$ cat config.mk
export PLATFORM = sky130hd
export DESIGN_NAME = alu_muldiv
export DESIGN_NICKNAME = d
export VERILOG_FILES = /design/src/rtl/alu_muldiv.sv
export SDC_FILE = /design/constraint.sdc
export NUM_CORES = 1
export LEC_CHECK = 0
export ABC_CLOCK_PERIOD_IN_PS = 10850
export CORE_UTILIZATION = 53
export DETAILED_ROUTE_END_ITERATION = 6
export PLACE_DENSITY = 0.75
export SLEW_MARGIN = 20
export SYNTH_ARGS = -nofsm -noshare
export SYNTH_HDL_FRONTEND = slang
export SYNTH_SLANG_ARGS = --single-unit
$ cat constraint.sdc
create_clock -name clk -period 10.85 [get_ports clk]
set_input_delay 2.17 -clock clk [delete_from_list [all_inputs] [get_ports clk]]
set_output_delay 2.17 -clock clk [all_outputs]
set_load 0.02 [all_outputs]
$ cat src/rtl/alu_muldiv.sv
// alu_muldiv: single-cycle combinational ALU plus an iterative multiply/divide
// unit with HI/LO registers and a start/busy/done handshake.
//
// Optional feature macro: ALU_SIGNED_MD_EN
//   defined     -> md_op[1] selects signed MULT/DIV, FIX state present
//   not defined -> md_op[1] ignored, every mul/div is unsigned
//
// state | meaning
// ------+---------------------------------------------------------------
// IDLE  | waiting for md_start
// RUN   | one multiply/divide bit per cycle; divisor==0 exits after one
// FIX   | sign correction of the magnitude result (signed build only)
// DONE  | hi/lo hold the new result, md_done pulses, return to IDLE

module alu_muldiv #(
    parameter int WIDTH   = 32,
    parameter int SHAMT_W = $clog2(WIDTH)
) (
    input  logic               clk,
    input  logic               reset,
    input  logic [WIDTH-1:0]   srcA,
    input  logic [WIDTH-1:0]   srcB,
    input  logic [3:0]         aluControl,
    input  logic [SHAMT_W-1:0] shamt,
    output logic [WIDTH-1:0]   aluResult,
    output logic               zero,
    input  logic               md_start,
    input  logic [1:0]         md_op,
    output logic               md_busy,
    output logic               md_done,
    output logic               div_by_zero,
    output logic [WIDTH-1:0]   hi,
    output logic [WIDTH-1:0]   lo
);

    localparam int HALF  = WIDTH / 2;
    localparam int CNT_W = $clog2(WIDTH);

    localparam logic [1:0] S_IDLE = 2'd0;
    localparam logic [1:0] S_RUN  = 2'd1;
`ifdef ALU_SIGNED_MD_EN
    localparam logic [1:0] S_FIX  = 2'd2;
`endif
    localparam logic [1:0] S_DONE = 2'd3;

    // Combinational ALU, independent of the mul/div unit
    always_comb begin
        aluResult = '0;
        case (aluControl)
            4'b0000: aluResult = srcA & srcB;
            4'b0001: aluResult = srcA | srcB;
            4'b0010: aluResult = srcA + srcB;
            4'b0110: aluResult = srcA - srcB;
            4'b0111: aluResult = {{(WIDTH-1){1'b0}}, ($signed(srcA) < $signed(srcB))};
            4'b0011: aluResult = {{(WIDTH-1){1'b0}}, (srcA < srcB)};
            4'b1010: aluResult = srcB << shamt;
            4'b1011: aluResult = srcB >> shamt;
            4'b1001: aluResult = $signed(srcB) >>> shamt;
            4'b1100: aluResult = ~(srcA | srcB);
            4'b1101: aluResult = srcA ^ srcB;
            4'b1110: aluResult = {srcB[HALF-1:0], {HALF{1'b0}}};
            default: aluResult = '0;
        endcase
    end

    assign zero = (aluResult == '0);

    logic [1:0]         state_q, state_d;
    logic [CNT_W-1:0]   cnt_q, cnt_d;
    logic [WIDTH-1:0]   a_q, a_d;
    logic [2*WIDTH-1:0] p_q, p_d;
    logic               is_div_q, is_div_d;
    logic               dbz_pend_q, dbz_pend_d;
    logic               dbz_flag_q, dbz_flag_d;
    logic [WIDTH-1:0]   hi_q, hi_d;
    logic [WIDTH-1:0]   lo_q, lo_d;

    // Operand magnitudes; the unsigned build uses the operands as-is
    logic [WIDTH-1:0] mag_a, mag_b;
`ifdef ALU_SIGNED_MD_EN
    logic sgn_q, sgn_d;
    logic neg_lo_q, neg_lo_d;
    logic neg_hi_q, neg_hi_d;
    logic neg_a, neg_b;

    always_comb begin
        neg_a = md_op[1] & srcA[WIDTH-1];
        neg_b = md_op[1] & srcB[WIDTH-1];
        mag_a = neg_a ? -srcA : srcA;
        mag_b = neg_b ? -srcB : srcB;
    end
`else
    logic unused_md_op_sign;
    assign unused_md_op_sign = md_op[1];
    assign mag_a = srcA;
    assign mag_b = srcB;
`endif

    // One iteration of shift-add multiply and restoring divide
    logic [WIDTH:0]     mul_sum;
    logic [2*WIDTH-1:0] mul_next;
    logic [WIDTH:0]     rem_sh;
    logic [WIDTH:0]     rem_diff;
    logic               q_bit;
    logic [2*WIDTH-1:0] div_next;
    logic [2*WIDTH-1:0] iter_next;

    always_comb begin
        mul_sum   = {1'b0, p_q[2*WIDTH-1:WIDTH]} + {1'b0, (p_q[0] ? a_q : {WIDTH{1'b0}})};
        mul_next  = {mul_sum, p_q[WIDTH-1:1]};
        rem_sh    = {p_q[2*WIDTH-1:WIDTH], p_q[WIDTH-1]};
        rem_diff  = rem_sh - {1'b0, a_q};
        q_bit     = ~rem_diff[WIDTH];
        div_next  = {(q_bit ? rem_diff[WIDTH-1:0] : rem_sh[WIDTH-1:0]), p_q[WIDTH-2:0], q_bit};
        iter_next = is_div_q ? div_next : mul_next;
    end

    // Mul/div sequencer: operand latch, iteration, result write-back
    always_comb begin
        state_d    = state_q;
        cnt_d      = cnt_q;
        a_d        = a_q;
        p_d        = p_q;
        is_div_d   = is_div_q;
        dbz_pend_d = dbz_pend_q;
        dbz_flag_d = dbz_flag_q;
        hi_d       = hi_q;
        lo_d       = lo_q;
`ifdef ALU_SIGNED_MD_EN
        sgn_d      = sgn_q;
        neg_lo_d   = neg_lo_q;
        neg_hi_d   = neg_hi_q;
`endif
        case (state_q)
            S_IDLE: begin
                if (md_start) begin
                    state_d    = S_RUN;
                    cnt_d      = CNT_W'(WIDTH - 1);
                    is_div_d   = md_op[0];
                    dbz_flag_d = 1'b0;
                    dbz_pend_d = md_op[0] && (srcB == '0);
                    if (md_op[0]) begin
                        a_d = mag_b;
                        // A zero divisor reports the raw dividend in hi
                        p_d = {{WIDTH{1'b0}}, (srcB == '0) ? srcA : mag_a};
                    end else begin
                        a_d = mag_a;
                        p_d = {{WIDTH{1'b0}}, mag_b};
                    end
`ifdef ALU_SIGNED_MD_EN
                    sgn_d    = md_op[1];
                    neg_lo_d = neg_a ^ neg_b;
                    neg_hi_d = neg_a;
`endif
                end
            end
            S_RUN: begin
                if (dbz_pend_q) begin
                    hi_d       = p_q[WIDTH-1:0];
                    lo_d       = '1;
                    dbz_flag_d = 1'b1;
                    dbz_pend_d = 1'b0;
                    state_d    = S_DONE;
                end else begin
                    p_d   = iter_next;
                    cnt_d = cnt_q - CNT_W'(1);
                    if (cnt_q == '0) begin
`ifdef ALU_SIGNED_MD_EN
                        if (sgn_q) begin
                            state_d = S_FIX;
                        end else begin
                            {hi_d, lo_d} = iter_next;
                            state_d      = S_DONE;
                        end
`else
                        {hi_d, lo_d} = iter_next;
                        state_d      = S_DONE;
`endif
                    end
                end
            end
`ifdef ALU_SIGNED_MD_EN
            S_FIX: begin
                if (is_div_q) begin
                    lo_d = neg_lo_q ? -p_q[WIDTH-1:0] : p_q[WIDTH-1:0];
                    hi_d = neg_hi_q ? -p_q[2*WIDTH-1:WIDTH] : p_q[2*WIDTH-1:WIDTH];
                end else begin
                    {hi_d, lo_d} = neg_lo_q ? -p_q : p_q;
                end
                state_d = S_DONE;
            end
`endif
            S_DONE: begin
                state_d = S_IDLE;
            end
            default: begin
                state_d = S_IDLE;
            end
        endcase
    end

    // Sequencer registers; reset discards any in-flight operation
    always_ff @(posedge clk or posedge reset) begin
        if (reset) begin
            state_q    <= S_IDLE;
            cnt_q      <= '0;
            a_q        <= '0;
            p_q        <= '0;
            is_div_q   <= 1'b0;
            dbz_pend_q <= 1'b0;
            dbz_flag_q <= 1'b0;
            hi_q       <= '0;
            lo_q       <= '0;
        end else begin
            state_q    <= state_d;
            cnt_q      <= cnt_d;
            a_q        <= a_d;
            p_q        <= p_d;
            is_div_q   <= is_div_d;
            dbz_pend_q <= dbz_pend_d;
            dbz_flag_q <= dbz_flag_d;
            hi_q       <= hi_d;
            lo_q       <= lo_d;
        end
    end

`ifdef ALU_SIGNED_MD_EN
    // Sign bookkeeping for the FIX step
    always_ff @(posedge clk or posedge reset) begin
        if (reset) begin
            sgn_q    <= 1'b0;
            neg_lo_q <= 1'b0;
            neg_hi_q <= 1'b0;
        end else begin
            sgn_q    <= sgn_d;
            neg_lo_q <= neg_lo_d;
            neg_hi_q <= neg_hi_d;
        end
    end
`endif

    assign md_busy     = (state_q != S_IDLE);
    assign md_done     = (state_q == S_DONE);
    assign div_by_zero = dbz_flag_q;
    assign hi          = hi_q;
    assign lo          = lo_q;

endmodule

==> metrics, run 1 <==
synth unique cells between 90 and 100; total wire length after detailed routing ~100000 um; most congested layer reported by global routing met2; cell area after technology mapping ~23000 um^2; number of enable-type register cells in the synthesized netlist 0; total via count in the routed design between 20000 and 30000; global-route wire length before repair 150000 um; slew at the pin closest to its max-slew limit 1.08 ns; endpoint kind of the worst setup timing path primary output; Fin Setup TNS 0 ns; met3 routing resource usage after global routing 0.109; DIE AREA between 40000 and 50000 um^2; Hold Crit Depth 2; via count of the first global-routing pass 23600; Fillers 3780; Mapped Cells 2874; post-cts hold buffer count 0; area of the core region around 42000 um^2; largest driver fanout on the critical path 4; number of max-cap violations 0; Initial Util 0.540; failing checks design-rule violations; CP arrival 8.42 ns; sink of the worst hold path a_q[17]; peak ir drop on the vdd network about 0.52 mV; count of boundary I/O pins ~180; met2 Usage GRT 0.694; TritonCTS buffer count 17; Critical Path Source Type input port; global routing usage summed across all routing layers 0.453; Total Nets Final ~3200; clock transition at the register clock pins on the worst setup and hold paths after CTS around 0.070 ns; nets in the synthesized netlist roughly 3100; pins over their slew limit 0; post-CTS resize count 0; CTS tree yes; FF+latch count, synth 170; remaining antenna violation count after routing 0; leading cell type by number of instances after synthesis sky130_fd_sc_hd__nor2_1; Die Y-Extent around 210 um; worst-case setup slack after placement between 0.4 and 0.5 ns; Port-buffer cells 176; hold slack final ~0.50 ns; worst endpoint required time approximately 8.7 ns; M1 GR Usage 0.588; mean instance size in the synthesized netlist about 7.9 um^2; initial antenna violation count 1; sequential element share of the synthesized area 0.187; result of the run complete, but fails checks; top cell types by occurrence after synthesis sky130_fd_sc_hd__nor2_1, sky130_fd_sc_hd__a21oi_1, sky130_fd_sc_hd__nand2_1; grt ovf 0; root buf cell sky130_fd_sc_hd__clkbuf_16; count of routing violations after the opening detailed-route iteration around 3900; Clock Latency Late Sink ~0.45 ns; pin count of the biggest net entering global routing between 90 and 100; WL per Instance 29.1 um; final count of hold timing violations 0; final RePlAce weighted congestion around 1.1; CP Class in -> out; detailed-route DRC error count 1; path category of the worst min-delay check reg -> reg; detailed-placement wirelength estimate just under 80000 um; leading area contributor after synthesis sky130_fd_sc_hd__dfrtp_1; CTS H-Tree Depth 4; worst reg-to-reg path cell count 16; leakage dissipation approximately 0.011 uW; x dimension of the die 209 um; post-layout minimum cycle time between 10 and 15 ns; reg2reg setup slack between 5 and 6 ns; TritonCTS sink count 170; biggest area contributors in the synthesized netlist sky130_fd_sc_hd__dfrtp_1, sky130_fd_sc_hd__ha_1, sky130_fd_sc_hd__mux2i_1; worst slew margin relative to its limit 0.270; setup-violating endpoint count in the final report 0; Reg-to-Reg Start p_q[31]; post-layout worst setup margin 0.258 ns; fmax roughly 94 MHz; number of setup buffers added after CTS 0; total power per unit cell area around 250 nW/um^2; source of the worst hold timing path a_q[17]; std cell rows 75; Max clock buf depth 2; portion of synthesized cell area occupied by the leading cell type 0.187; RSZ-0062 raised after global routing no; via count normalized by instance count between 7 and 8; Initial DRT Pass Iterations 7; Synth warnings 0; growth of design area from synthesis to finish 12.3%; top flip-flop cell by instance count after synthesis sky130_fd_sc_hd__dfrtp_1; clock skew between 0.01 and 0.015 ns; RR Endpoint p_q[39]; fraction of final layout cells sized beyond drive strength 1 0.0953; final period utilization 0.976; post-synthesis async set-or-reset flop share 1.00
==> cell usage in the layout (no fill, tap or decap), types with 16 or more instances in the layout <==
cell type,Yosys,final
sky130_fd_sc_hd__nand2b_1,24,24
sky130_fd_sc_hd__nand3_1,59,59
sky130_fd_sc_hd__mux2i_1,176,176
sky130_fd_sc_hd__o31ai_1,25,25
sky130_fd_sc_hd__a221oi_1,26,26
sky130_fd_sc_hd__o21a_1,18,18
sky130_fd_sc_hd__a21oi_1,205,205
sky130_fd_sc_hd__nand2_1,192,191
sky130_fd_sc_hd__dfrtp_1,170,169
sky130_fd_sc_hd__a21o_1,91,91
sky130_fd_sc_hd__a211oi_1,98,98
sky130_fd_sc_hd__o21ai_0,169,169
sky130_fd_sc_hd__clkbuf_16,0,17
sky130_fd_sc_hd__nand4_1,28,28
sky130_fd_sc_hd__o22ai_1,35,35
sky130_fd_sc_hd__a31oi_1,27,27
sky130_fd_sc_hd__nor4_1,21,20
sky130_fd_sc_hd__mux4_2,52,52
sky130_fd_sc_hd__xnor2_1,48,47
sky130_fd_sc_hd__mux2_2,36,36
sky130_fd_sc_hd__or3_1,17,17
sky130_fd_sc_hd__buf_4,9,111
sky130_fd_sc_hd__nor2b_1,30,28
sky130_fd_sc_hd__a22oi_1,29,29
sky130_fd_sc_hd__inv_1,160,159
sky130_fd_sc_hd__and2_1,49,48
sky130_fd_sc_hd__nor2_1,248,247
sky130_fd_sc_hd__ha_1,166,166
sky130_fd_sc_hd__nor3_1,51,51
sky130_fd_sc_hd__xor2_1,26,26
sky130_fd_sc_hd__clkdlybuf4s50_1,0,170
sky130_fd_sc_hd__and3_1,23,23
sky130_fd_sc_hd__a2111oi_0,16,16
sky130_fd_sc_hd__a22o_1,35,35
sky130_fd_sc_hd__o211ai_1,42,42
==> per-stage QoR <==
step / utilization / cell area [um^2] / total power (uW) / instances
floorplan: - / 22700 / 4470 / 2874
global placement: 0.593 / 25000 / 5610 / 3457
detailed placement: 0.593 / 25000 / 5780 / 3457
CTS: 0.606 / 25500 / 6380 / 3486
global route: 0.606 / 25500 / 6910 / 3487
finish: 0.606 / 25500 / 6500 / 3488
==> per-layer routing <==
layer	wire length (um)	vias up
met2	44200	1878
met1	38500	12200
met3	12300	407
met4	6410	0
li1	-	10900
met5	0	-
==> final cells by class <==
class,count,area (um^2),area share
timing repair buffer,285,2580,0.101
clock inverter,11,88.8,0.00348
clock buffer,18,439,0.0172
inverter,163,617,0.0241
multi-input combinational,2301,16900,0.661
antenna,1,2.50,0.0000980
tap,539,674,0.0264
sequential,170,4260,0.167
==> power by group <==
part / total (uW) / switching [uW] / leakage, uW / internal, uW
Combinational: 4580 / 2600 / 0.00887 / 1970
Clock: 571 / 272 / 0.000258 / 299
Sequential: 1350 / 377 / 0.00207 / 973
Total: 6500 / 3250 / 0.0112 / 3250
==> critical path, stage by stage <==
cell	delay (ns)
sky130_fd_sc_hd__clkdlybuf4s50_1	0.59
sky130_fd_sc_hd__inv_1	0.10
sky130_fd_sc_hd__ha_1	0.24
sky130_fd_sc_hd__fa_1	0.41
sky130_fd_sc_hd__nor3_1	0.36
sky130_fd_sc_hd__o31ai_1	0.15
sky130_fd_sc_hd__a311o_1	0.50
sky130_fd_sc_hd__and3_1	0.27
sky130_fd_sc_hd__o311ai_0	0.53
sky130_fd_sc_hd__o311ai_0	0.40
sky130_fd_sc_hd__o211ai_1	0.51
sky130_fd_sc_hd__or4bb_1	0.44
sky130_fd_sc_hd__nor4_1	0.56
sky130_fd_sc_hd__buf_4	0.22
sky130_fd_sc_hd__nand4b_1	0.11
sky130_fd_sc_hd__nor4_2	0.23
sky130_fd_sc_hd__clkdlybuf4s50_1	0.64
==> registers in the layout, summed over array words and instances (netlist names) <==
| register | cells |
|---|---|
| dbz_pend_q | 1 |
| a_q | 32 |
| div_by_zero | 1 |
| state_q | 2 |
| p_q | 64 |
| hi | 32 |
| cnt_q | 5 |
| lo | 32 |
| is_div_q | 1 |
==> kinds of logic after synthesis <==
group           count (synthesis)  synth area share
compound gates                984             0.295
buf+inv                       403            0.0733
flops                         170             0.187
xor+xnor                       74            0.0285
mux                           267             0.148
simple gates                  806             0.173
fa+ha+maj                     170            0.0948
==> how the worst max path moves through the flow <==
stage / start / end / slack (ns) / depth (start not counted)
2_1_floorplan: srcB[2] / zero / 2.33 / 15
4_1_cts: srcA[0] / zero / 0.46 / 17
3_3_place_gp: srcA[0] / zero / 0.49 / 17
6_report: srcA[0] / zero / 0.26 / 17
5_1_grt: srcA[0] / zero / 0.13 / 17
3_5_place_dp: srcA[0] / zero / 0.48 / 17
No activity file was read; power rests on OpenSTA's default activity.
==> run 2, diff against run 1 <==
--- a/config.mk
+++ b/config.mk
@@ -5,7 +5,7 @@
 export SDC_FILE = /design/constraint.sdc
 export NUM_CORES = 1
 export LEC_CHECK = 0
-export ABC_CLOCK_PERIOD_IN_PS = 10850
+export ABC_CLOCK_PERIOD_IN_PS = 12700
 export CORE_UTILIZATION = 53
 export DETAILED_ROUTE_END_ITERATION = 6
 export PLACE_DENSITY = 0.75
==> constraint.sdc (replaced) <==
create_clock -name clk -period 12.7 [get_ports clk]
set_input_delay 2.54 -clock clk [delete_from_list [all_inputs] [get_ports clk]]
set_output_delay 2.54 -clock clk [all_outputs]
set_load 0.02 [all_outputs]
==> run 2 against run 1 <==
  * The run still ends with design-rule violations left
  * Largest cell class unchanged
  * Critical path type unchanged
  * Flip-flop and latch count unchanged
  * Clock power is 15% lower
  * Die area unchanged
  * Non-clock buffer count is 40 lower
  * Largest power group unchanged
==> metrics, run 2 (synthesis gave the netlist of run 1 again) <==
initial antenna violation count 3; slew at the pin closest to its max-slew limit approximately 1.2 ns; RSZ-0062 raised after global routing no; Port-buffer cells around 180; CP arrival 8.75 ns; Fillers approximately 3700; via count normalized by instance count 7.25; fmax between 80 and 90 MHz; number of buffer and inverter instances along the worst setup path 5; Critical Path Source Type input port; cell breakdown of the critical path clkdlybuf4s50_1 -> inv_1 -> ha_1 -> inv_1 -> or4b_1 -> and3_1 -> a21oi_1 -> mux2_2 -> a211o_1 -> or4_1 -> or4_1 -> nor4_1 -> buf_4 -> nand4b_1 -> nor4_2 -> clkdlybuf4s50_1; final count of hold timing violations 0; TritonCTS buffer count 17; CTS H-Tree Depth 4; Hold Crit Depth 2; Clock Latency Late Sink approximately 0.45 ns; clock transition at the register clock pins on the worst setup and hold paths after CTS approximately 0.070 ns; std cell rows 75; peak ir drop on the vdd network 0.392 mV; total wire length after detailed routing roughly 100000 um; Switching Fraction 0.498; number of setup buffers added after CTS 0; cell type group with the largest total delay on the critical path simple AND/OR/NAND/NOR gates; pins over their slew limit 0; internal power 2770 uW; WL per Instance approximately 30 um; post-cts hold buffer count 0; Total Nets Final about 3100; Critical Path Start srcB[4]; combinational fraction of design power 0.703; reg2reg setup slack about 7.4 ns; CP Class in -> out; source of the worst hold timing path div_by_zero; leakage dissipation approximately 0.011 uW; number of max-cap violations 0; detailed-route DRC error count 2; total via count in the routed design 25000; share of power burned in registers 0.209; remaining antenna violation count after routing 0; CP max-delay cell sky130_fd_sc_hd__clkdlybuf4s50_1; pin count of the biggest net entering global routing 73; most frequent standard cell in the layout excluding fill and tap cells sky130_fd_sc_hd__nor2_1; worst reg-to-reg path cell count 16; sink of the worst hold path div_by_zero; global-route wire length before repair approximately 150000 um; x dimension of the die between 200 and 250 um; area of the core region 42100 um^2; count of boundary I/O pins around 180; root buf cell sky130_fd_sc_hd__clkbuf_16; Reg-to-Reg Start p_q[31]; failing checks design-rule violations; via count of the first global-routing pass between 20000 and 25000; max incr delay on CP between 1 and 1.5 ns; grt ovf 0; result of the run complete, but fails checks; most frequent cells in the layout sky130_fd_sc_hd__nor2_1, sky130_fd_sc_hd__a21oi_1, sky130_fd_sc_hd__nand2_1; Multi-input gate area around 17000 um^2; Initial Util 0.540; largest driver fanout on the critical path 14; worst endpoint required time 10.16 ns; CTS tree yes; RR Endpoint p_q[56]; total power per unit cell area ~220 nW/um^2; clock skew about 0.014 ns; final RePlAce weighted congestion ~1.1; post-layout minimum cycle time around 11 ns; fraction of final layout cells sized beyond drive strength 1 0.0832; DIE AREA 43800 um^2; final period utilization 0.889; count of routing violations after the opening detailed-route iteration between 3000 and 4000; growth of design area from synthesis to finish 11.0%; number of flip-flops in the largest register 64; register area ~4300 um^2; Fin Setup TNS 0 ns; Initial DRT Pass Iterations 7; share of power burned in the clock network 0.088; global routing usage summed across all routing layers 0.450; worst slew margin relative to its limit 0.220; register name with the most flops p_q; Max clock buf depth 2; P_sw 2750 uW; TritonCTS sink count 170; final design utilization 0.599; detailed-placement wirelength estimate 75700 um; post-CTS resize count 0; endpoint kind of the worst setup timing path primary output; hold slack final around 0.49 ns; path category of the worst min-delay check reg -> reg; setup-violating endpoint count in the final report 0; Die Y-Extent ~210 um
run 2: changes by cell type in the layout (fill, tap and decap cells not counted):
cell / delta
sky130_fd_sc_hd__inv_8: -1
sky130_fd_sc_hd__clkinv_2: -1
sky130_fd_sc_hd__buf_16: -1
sky130_fd_sc_hd__buf_12: +1
sky130_fd_sc_hd__inv_6: -2
sky130_fd_sc_hd__clkbuf_8: +1
sky130_fd_sc_hd__diode_2: +1
sky130_fd_sc_hd__clkinvlp_4: +1
sky130_fd_sc_hd__buf_4: -40
sky130_fd_sc_hd__clkinv_4: +3
run 2: power groups by stage:
| stage | Clock [uW] | Combinational (uW) | Sequential (uW) |
|---|---|---|---|
| final | 486 | 3890 | 1150 |
| after global routing | 510 | 4190 | 1180 |
| after CTS | 492 | 3800 | 1140 |
| after detailed placement | 0 | 3770 | 1150 |
| after global placement | 0 | 3640 | 1130 |
| after floorplan | 0 | 2690 | 1130 |
run 2: stage by stage:
| stage | setup slack [ns] | total power (uW) | instance area (um^2) | cells |
|---|---|---|---|---|
| floorplan | 3.44 | 3820 | 22700 | 2874 |
| global placement | 1.60 | 4770 | 24700 | 3418 |
| detailed placement | 1.63 | 4910 | 24700 | 3418 |
| CTS | 1.62 | 5430 | 25300 | 3448 |
| global route | 1.17 | 5870 | 25300 | 3448 |
| finish | 1.41 | 5520 | 25300 | 3450 |
run 2: area by class of cell:
type | instances | area share
diodes | 2 | 0.000198
clock buffers | 19 | 0.0179
clock inverters | 11 | 0.00352
inverters | 163 | 0.0244
multi-input cells | 2301 | 0.669
flip-flops and latches | 170 | 0.169
well taps | 539 | 0.0267
repair buffers | 245 | 0.0899
run 2: metal layers:
metal | wire length [um] | track usage | up-vias
li1 | - | - | 10800
met1 | 38600 | 0.577 | 12000
met2 | 43500 | 0.687 | 1812
met3 | 11400 | 0.0936 | 381
met4 | 7140 | 0.291 | 4
met5 | 25 | 0 | -
run 2: how the worst max path moves through the flow:
stage | endpoint | slack, ns | cells past startpoint
after floorplan | zero | 3.44 | 15
after global placement | zero | 1.60 | 16
after detailed placement | zero | 1.63 | 16
after CTS | zero | 1.62 | 16
after global routing | zero | 1.17 | 16
final | zero | 1.41 | 16
run 2: worst register-to-register path: stages (launching register included):
cell and delay (ns):
sky130_fd_sc_hd__dfrtp_1 0.56, sky130_fd_sc_hd__inv_1 0.15, sky130_fd_sc_hd__ha_1 0.17, sky130_fd_sc_hd__inv_1 0.05, sky130_fd_sc_hd__fa_1 0.39, sky130_fd_sc_hd__a21oi_1 0.24, sky130_fd_sc_hd__o22ai_1 0.17, sky130_fd_sc_hd__o311ai_0 0.83
sky130_fd_sc_hd__o31ai_1 0.30, sky130_fd_sc_hd__and2_1 0.29, sky130_fd_sc_hd__a21oi_1 0.32, sky130_fd_sc_hd__a31o_2 0.24, sky130_fd_sc_hd__xnor2_2 0.10, sky130_fd_sc_hd__buf_4 0.50, sky130_fd_sc_hd__mux2_2 0.42, sky130_fd_sc_hd__mux2i_1 0.29
sky130_fd_sc_hd__o21ai_0 0.14
